`config.mk`:
```
export PLATFORM = sky130hd
export DESIGN_NAME = aes_mode_ctrl
export DESIGN_NICKNAME = d
export VERILOG_FILES = /design/src/rtl/aes_mode_ctrl.sv
export SDC_FILE = /design/constraint.sdc
export NUM_CORES = 2
export LEC_CHECK = 0
export BUFFER_PORTS_ARGS = -buffer_cell sky130_fd_sc_hd__buf_4
export CAP_MARGIN = 0
export CORE_AREA = 2 2 358 360
export CTS_CLUSTER_DIAMETER = 60
export DETAILED_ROUTE_END_ITERATION = 16
export DIE_AREA = 0 0 360 362
export SYNTH_ARGS = -nofsm -noshare
export SYNTH_HDL_FRONTEND = slang
export SYNTH_SLANG_ARGS = --single-unit
```
`constraint.sdc`:
```
create_clock -name clk -period 2.3 [get_ports clk]
set_clock_uncertainty 0.15 [all_clocks]
set_input_delay 0.23 -clock clk [delete_from_list [all_inputs] [get_ports clk]]
set_output_delay 0.23 -clock clk [all_outputs]
set_load 0.01 [all_outputs]
```
`src/rtl/aes_mode_ctrl.sv`:
```
// ECB/CBC/CTR chaining controller wrapped around a single-block AES core.
// One block is in flight at a time; config and data use valid/ready handshakes.
module aes_mode_ctrl #(
    parameter int NB        = 4,
    parameter int NK        = 4,
    parameter int CTR_W     = 32,
    parameter bit RELOAD_IV = 1'b1
) (
    input  logic             clk,
    input  logic             rst,
    input  logic             cfg_valid,
    output logic             cfg_ready,
    input  logic [1:0]       cfg_mode,
    input  logic             cfg_dec,
    input  logic [32*NK-1:0] cfg_key,
    input  logic [32*NB-1:0] cfg_iv,
    input  logic             in_valid,
    output logic             in_ready,
    input  logic [32*NB-1:0] in_data,
    input  logic             in_last,
    output logic             out_valid,
    input  logic             out_ready,
    output logic [32*NB-1:0] out_data,
    output logic             out_last,
    output logic [32*NK-1:0] core_key,
    output logic [32*NB-1:0] core_data,
    output logic [1:0]       core_func,
    output logic             core_enable,
    input  logic [32*NB-1:0] core_result,
    input  logic             core_ready,
    output logic             busy
);

    localparam int BLK_W = 32 * NB;

    localparam logic [1:0] MODE_CBC  = 2'd1;
    localparam logic [1:0] MODE_CTR  = 2'd2;
    localparam logic [1:0] FUNC_KEYX = 2'd1;
    localparam logic [1:0] FUNC_ENC  = 2'd2;
    localparam logic [1:0] FUNC_DEC  = 2'd3;

    typedef enum logic [2:0] {S_IDLE, S_KEYX, S_READY, S_ISSUE, S_WAIT, S_OUT} state_t;

    state_t             state;
    logic [1:0]         mode;
    logic               dec;
    logic [BLK_W-1:0]   iv;
    logic [BLK_W-1:0]   chain;
    logic [BLK_W-1:0]   in_p0;
    logic               last_p0;
    logic               in_open;

    // Config always wins a same-cycle race with data, so data is masked by cfg_valid.
    assign in_ready = in_open & ~cfg_valid;

    function automatic logic [BLK_W-1:0] blk_operand(input logic [1:0] m, input logic d,
                                                     input logic [BLK_W-1:0] din,
                                                     input logic [BLK_W-1:0] ch);
        logic [BLK_W-1:0] r;
        case (m)
            MODE_CBC: r = d ? din : (din ^ ch);
            MODE_CTR: r = ch;
            default:  r = din;
        endcase
        return r;
    endfunction

    function automatic logic [1:0] blk_func(input logic [1:0] m, input logic d);
        return (m == MODE_CTR || !d) ? FUNC_ENC : FUNC_DEC;
    endfunction

    function automatic logic [BLK_W-1:0] blk_result(input logic [1:0] m, input logic d,
                                                    input logic [BLK_W-1:0] res,
                                                    input logic [BLK_W-1:0] din,
                                                    input logic [BLK_W-1:0] ch);
        logic [BLK_W-1:0] r;
        case (m)
            MODE_CBC: r = d ? (res ^ ch) : res;
            MODE_CTR: r = din ^ res;
            default:  r = res;
        endcase
        return r;
    endfunction

    // Counter field wraps silently; bits above CTR_W are never touched.
    function automatic logic [BLK_W-1:0] ctr_inc(input logic [BLK_W-1:0] c);
        logic [BLK_W-1:0] r;
        logic [CTR_W-1:0] lo;
        r  = c;
        lo = c[CTR_W-1:0] + CTR_W'(1);
        r[CTR_W-1:0] = lo;
        return r;
    endfunction

    always_ff @(posedge clk or negedge rst) begin
        if (!rst) begin
            state       <= S_IDLE;
            mode        <= '0;
            dec         <= 1'b0;
            iv          <= '0;
            chain       <= '0;
            in_p0       <= '0;
            last_p0     <= 1'b0;
            in_open     <= 1'b0;
            cfg_ready   <= 1'b0;
            busy        <= 1'b0;
            core_key    <= '0;
            core_data   <= '0;
            core_func   <= '0;
            core_enable <= 1'b0;
            out_valid   <= 1'b0;
            out_data    <= '0;
            out_last    <= 1'b0;
        end else begin
            core_enable <= 1'b0;
            case (state)
                S_IDLE, S_READY: begin
                    cfg_ready <= 1'b1;
                    in_open   <= (state == S_READY);
                    if (cfg_valid && cfg_ready) begin
                        mode        <= cfg_mode;
                        dec         <= cfg_dec;
                        iv          <= cfg_iv;
                        chain       <= cfg_iv;
                        core_key    <= cfg_key;
                        core_func   <= FUNC_KEYX;
                        core_enable <= 1'b1;
                        cfg_ready   <= 1'b0;
                        in_open     <= 1'b0;
                        busy        <= 1'b1;
                        state       <= S_KEYX;
                    end else if (in_valid && in_ready) begin
                        // Input stage: operand and function are registered here and held until core_ready.
                        in_p0       <= in_data;
                        last_p0     <= in_last;
                        core_data   <= blk_operand(mode, dec, in_data, chain);
                        core_func   <= blk_func(mode, dec);
                        core_enable <= 1'b1;
                        cfg_ready   <= 1'b0;
                        in_open     <= 1'b0;
                        busy        <= 1'b1;
                        state       <= S_ISSUE;
                    end
                end
                S_KEYX: begin
                    if (core_ready) begin
                        cfg_ready <= 1'b1;
                        in_open   <= 1'b1;
                        busy      <= 1'b0;
                        state     <= S_READY;
                    end
                end
                S_ISSUE: state <= S_WAIT;
                S_WAIT: begin
                    // Output stage: chaining applied to the core result, chain advanced for the next block.
                    if (core_ready) begin
                        out_data  <= blk_result(mode, dec, core_result, in_p0, chain);
                        out_last  <= last_p0;
                        out_valid <= 1'b1;
                        if (mode == MODE_CBC)
                            chain <= dec ? in_p0 : core_result;
                        else if (mode == MODE_CTR)
                            chain <= ctr_inc(chain);
                        state <= S_OUT;
                    end
                end
                S_OUT: begin
                    if (out_ready) begin
                        out_valid <= 1'b0;
                        cfg_ready <= 1'b1;
                        in_open   <= 1'b1;
                        busy      <= 1'b0;
                        if (out_last && RELOAD_IV)
                            chain <= iv;
                        state <= S_READY;
                    end
                end
                default: state <= S_IDLE;
            endcase
        end
    end

endmodule

```
# Word-level counts from Yosys, hierarchy flattened
# Cells that the tools add are included.
[op_classes]
addsub = 1
eq_ne = 15
mux = 38
n_bitwise = 6
n_reduce_logical = 20
[ops]
columns = ["op", "n"]
rows = [
  ["two-way mux 128 bit", 8],
  ["case mux 128 bit (2 select lines)", 2],
  ["case mux 128 bit (3 select lines)", 1],
  ["bitwise XOR 128 bit", 3],
  ["adder 32 x 1 -> 32 bit (second input constant)", 1],
  ["two-way mux 32 bit", 1],
  ["two-way mux 3 bit", 5],
  ["case mux 3 bit (5 select lines)", 1],
  ["two-way mux 1 bit", 14],
  ["inequality test 2 bit (second input constant)", 6],
  ["AND reduction 6 bit", 2],
  ["case mux 1 bit (3 select lines)", 3],
  ["AND reduction 3 bit", 3],
  ["AND reduction 4 bit", 2],
  ["equality test 3 x 2 -> 1 bit (second input constant)", 2],
  ["equality test 3 bit (second input constant)", 2],
  ["inequality test 3 bit (second input constant)", 2],
  ["AND reduction 2 bit", 3],
  ["nonzero test 3 bit", 2],
  ["two-way mux 2 bit", 2],
  ["nonzero test 2 bit", 2],
  ["equality test 3 x 1 -> 1 bit (second input constant)", 1],
  ["zero test 3 bit", 1],
  ["equality test 2 x 1 -> 1 bit (second input constant)", 1],
  ["other kinds (8)", 10],
]
[word_totals]
reg_bits = 783
in_bits = 522
out_inout_bits = 392
word_cells = 98

# Longest topological paths before layout
[depth]
ltp_word = 6
mapped_depth = 11

# Worst setup path before layout
# Ideal clock, no wire load.
[synth_timing]
kind = "register -> register"
start = "register mode[0]"
end = "register chain[17]"
arrival_ps = 1868
path_slack_ps = 156
path_stages_with_launch = 9
path_buffers = 4
synth_period_minus_slack_ps = 2144
path_cell_list = "dfrtp_1 > inv_1 > ha_1 > buf_2 > buf_2 > clkbuf_1 > buf_1 > nor4_1 > a221o_1"
[synth_between]
elab_chain_cells = 4
elab_cells_between_ends = 7
[synth_rtl]
columns = ["element", "line_no", "rtl"]
rows = [
  ["from (decl)", "45", "logic [1:0] mode;"],
  ["from (signal assigned)", "121", "mode <= cfg_mode;"],
  ["equality test 2 x 1 -> 1 bit", "160", "if (mode == MODE_CBC)"],
  ["two-way mux 128 bit", "160", ""],
  ["two-way mux 128 bit", "156", "if (core_ready) begin"],
  ["case mux 128 bit (3 select lines)", "116", "case (state)"],
  ["to (signal assigned)", "124", "chain <= cfg_iv;"],
  ["to (signal assigned)", "161", "chain <= dec ? in_p0 : core_result;"],
  ["to (signal assigned)", "163", "chain <= ctr_inc(chain);"],
  ["to (decl)", "48", "logic [BLK_W-1:0] chain;"],
]
# Several ways; a longest one is shown, not always the timed one. The select of a mux whose other input is x is not followed.
# A chain may end at the register's enable or synchronous reset.

# Worst setup path in the final report
[layout_timing]
start = "register mode[0]"
end = "register out_data[88]"
[layout_between]
elab_chain_cells = 2
elab_cells_between_ends = 3
[layout_rtl]
columns = ["element", "line_no", "rtl"]
rows = [
  ["equality test 2 bit / equality test 2 x 1 -> 1 bit (equally long branches)", "77", "case (m)"],
  ["case mux 128 bit (2 select lines) *", "77", ""],
  ["to (signal assigned)", "157", "out_data <= blk_result(mode, dec, core_result, in_p0, chain);"],
  ["to (decl)", "23", "output logic [32*NB-1:0] out_data,"],
]
# Mark *: on every way between the ends. The rest lies on a longest branch, timed or not.

==> results.txt <==
outcome: finished, final reports clean
highest fanout seen on the critical path: 33
count of maximum capacitance violations: 0
worst r2r src: mode[0]$_DFFE_PN0P_
leading cell type by number of instances after synthesis: sky130_fd_sc_hd__dfrtp_1
time the final worst path needs with I/O delays and setup: 2260 ps
Max Slew Vio Count: 0
Data arrival, critical path: 2690 ps
post-route clock period utilization: 98.5%
Setup crit start kind: register
vias in the first global route: 42000
Final GP Congestion: 0.910
Post-Synthesis Cell Area: 0.0417 mm²
DR iter-0 viols: 3562
initial core utilization: 32.9%
clock-pin slew on the worst setup and hold paths: 60 ps
maximum number of pins on one net before global-route repair: 106
final setup fails: 0
share of Yosys cell area claimed by the top area cell type: 46.9%
EDFF count, synth: 0
hold slack final: 111 ps
top-level I/O count: 914
combined global-route utilization of all metal layers: 26.3%
Syn-to-layout area delta: 46.0%
R2R setup slack: 40 ps
floorplan die height: 362 µm
Least-Margin Pin Slew: 1040 ps
final routed DRC violation total: 0
root buffer selected by CTS: sky130_fd_sc_hd__clkbuf_16
worst supply voltage drop on vdd: 0.836 mV
sort of element at the end of the critical path: register
Chip Width: 360 µm
RSZ-0062 raised after global routing: true
total of buffers placed on input and output ports: 913
area of the core: 0.127 mm²
area enclosed by the die boundary: 0.130 mm²
level count of the clock H-tree: 3
crit path to: out_data[88]$_DFFE_PN0P_
CTS buffer count: 104
Power per Cell Area: 1450 mW/mm²
DR pass1 iterations: 6
synthesized flop and latch total: 783
first-pass GRT wire length: 266000 µm
classification of the worst-slack hold path: in2async
Yosys Warn Count: 0
Avg Synthesized Cell Area: 9.23 µm²
worst setup path startpoint: mode[0]$_DFFE_PN0P_
largest area contributor in the synthesized netlist: sky130_fd_sc_hd__dfrtp_1
final standard cell utilization of the core: 48.1%
flip-flop cell with the highest count after synthesis: sky130_fd_sc_hd__dfrtp_1
clock net sink count: 783
grt ovf: 0
wire length per cell: 23.2 µm
Final nets: 6441
share of cells above drive strength 1: 29.3%
leading cell types by total area after synthesis: sky130_fd_sc_hd__dfrtp_1, sky130_fd_sc_hd__mux2_2, sky130_fd_sc_hd__o21ai_0
maximum number of buffers from clock root to sink: 3
Synth async-reset ratio: 100%
depth of the worst register-to-register path: 7
Detail Placement HPWL: 126000 µm
critical path start-end classification: reg2reg
vias post-DR: 42200
hold violation total from the final report: 0
Cell variety after synth: 65
via/cell ratio: 5.50
leakage power summed over all cells: 26.2 nW
Total Routed Length: 178000 µm
Worst slew margin: 30.4%
Post-DRT Antenna Nets: 0
commonest cells in the synthesized netlist: sky130_fd_sc_hd__dfrtp_1, sky130_fd_sc_hd__o21ai_0, sky130_fd_sc_hd__nand2_1
CTS tree: yes
clock latency on the worst-skew pair: 720 ps
row count: 131
cells after synthesis: 4524
net count of the mapped netlist: 5049
initial antenna violation count: 25
share of the yosys chip area belonging to registers: 46.9%
Max Fclk: 0.442 GHz
Critical R2R Capture: out_data[88]$_DFFE_PN0P_
data required time at the worst endpoint: 2720 ps
[layer usage]
metal  up-vias  global-route usage [%]  part of all wire [%]
met3       449                    4.56                   6.4
met1     20900                    33.0                    40
met5         -                       0                 0.012
met2      1786                    43.4                    48
li1      19100                       -                     -
met4         4                    13.9                   5.2
[worst min path at each step]
stage,cells past startpoint,end
after detailed placement,1,core_key[6]$_DFFE_PN0P_
after CTS,3,core_key[13]$_DFFE_PN0P_
final,3,core_key[48]$_DFFE_PN0P_
after global placement,1,core_key[6]$_DFFE_PN0P_
after global routing,3,core_key[48]$_DFFE_PN0P_
after floorplan,0,busy$_DFFE_PN0P_
[what timing repair did]
item                                    4_1_cts  5_1_grt
gates resized for setup                       0        8
buffers inserted                              0        6
hold buffers                                522        0
endpoints found under the setup margin        0       26
hold endpoints to repair                   1563        0
[placed cells by master (no fill, tap or decap), types with 13 or more instances in the layout]
| cell type | netlist | layout |
|---|---|---|
| sky130_fd_sc_hd__nand2_1 | 544 | 543 |
| sky130_fd_sc_hd__a31oi_1 | 131 | 131 |
| sky130_fd_sc_hd__nand3_1 | 32 | 32 |
| sky130_fd_sc_hd__clkinv_2 | 0 | 18 |
| sky130_fd_sc_hd__diode_2 | 0 | 21 |
| sky130_fd_sc_hd__nor3_1 | 134 | 133 |
| sky130_fd_sc_hd__a22oi_1 | 131 | 131 |
| sky130_fd_sc_hd__nor2_1 | 288 | 287 |
| sky130_fd_sc_hd__clkbuf_16 | 0 | 106 |
| sky130_fd_sc_hd__inv_1 | 138 | 137 |
| sky130_fd_sc_hd__nor2b_1 | 132 | 130 |
| sky130_fd_sc_hd__clkbuf_8 | 0 | 15 |
| sky130_fd_sc_hd__dlygate4sd3_1 | 0 | 522 |
| sky130_fd_sc_hd__mux2i_1 | 23 | 23 |
| sky130_fd_sc_hd__o21ai_0 | 712 | 710 |
| sky130_fd_sc_hd__a211oi_1 | 13 | 13 |
| sky130_fd_sc_hd__mux2_2 | 363 | 363 |
| sky130_fd_sc_hd__a21oi_1 | 156 | 155 |
| sky130_fd_sc_hd__buf_4 | 2 | 1118 |
| sky130_fd_sc_hd__clkbuf_1 | 289 | 17 |
| sky130_fd_sc_hd__bufinv_16 | 0 | 14 |
| sky130_fd_sc_hd__nand4_1 | 18 | 18 |
| sky130_fd_sc_hd__o21ai_1 | 18 | 20 |
| sky130_fd_sc_hd__a21boi_0 | 131 | 131 |
| sky130_fd_sc_hd__dfrtp_1 | 783 | 781 |
| sky130_fd_sc_hd__buf_12 | 0 | 72 |
| sky130_fd_sc_hd__a221o_1 | 228 | 228 |
[flip-flops by register name, indices dropped and copies added, names as in the netlist, 2 cells and up]
signal,flops
mode,2
in_p0,128
out_data,128
core_data,128
iv,128
core_key,128
core_func,2
chain,128
state,3
[area by class of cell]
class	instances	area, µm²
fillers	11600	65800
multi-input cells	3171	19900
flip-flops and latches	783	19600
repair buffers	1718	15200
clock buffers	137	2900
well taps	1662	2080
clock inverters	53	741
inverters	138	520
diodes	21	52.6
[power breakdown]
| group | total [W] | leakage, nW | internal, W | switching [W] |
|---|---|---|---|---|
| logic | 0.0445 | 15.0 | 0.0204 | 0.0241 |
| clock network | 0.0173 | 1.78 | 0.0105 | 0.00683 |
| registers | 0.0265 | 9.43 | 0.0208 | 0.00573 |
| total | 0.0883 | 26.2 | 0.0516 | 0.0367 |
[metrics by stage]
step           std cells  worst slack [ps]  power [W]  TNS (ps)  area (µm²)
2_1_floorplan       4524               156     0.0499         0       41700
3_3_place_gp        6943               101     0.0686         0       51900
3_5_place_dp        6943              74.8     0.0696         0       51900
4_1_cts             7655              29.3     0.0879         0       60800
5_1_grt             7681             -15.7     0.0937     -40.1       60900
6_report            7683              35.2     0.0883         0       60900
[worst max-delay path: stages (launching register included)]
cell and delay, ps:
sky130_fd_sc_hd__dfrtp_1 420, sky130_fd_sc_hd__ha_4 230, sky130_fd_sc_hd__buf_4 150, sky130_fd_sc_hd__buf_12 150, sky130_fd_sc_hd__buf_12 190, sky130_fd_sc_hd__a221o_1 340, sky130_fd_sc_hd__a21oi_1 320, sky130_fd_sc_hd__o21ai_0 130
[logic make-up after synthesis]
family	count (synthesis)	share of synthesized area (%)
xor gates and xnor gates	16	0.336
AOI/OAI and AO/OA	1575	24.1
and+or+nand+nor	1191	12.5
buffers and inverters	570	5.71
muxes	386	10.3
adders and majority gates	3	0.0899
DFF	783	46.9
Power figures use the tool's default switching activity.
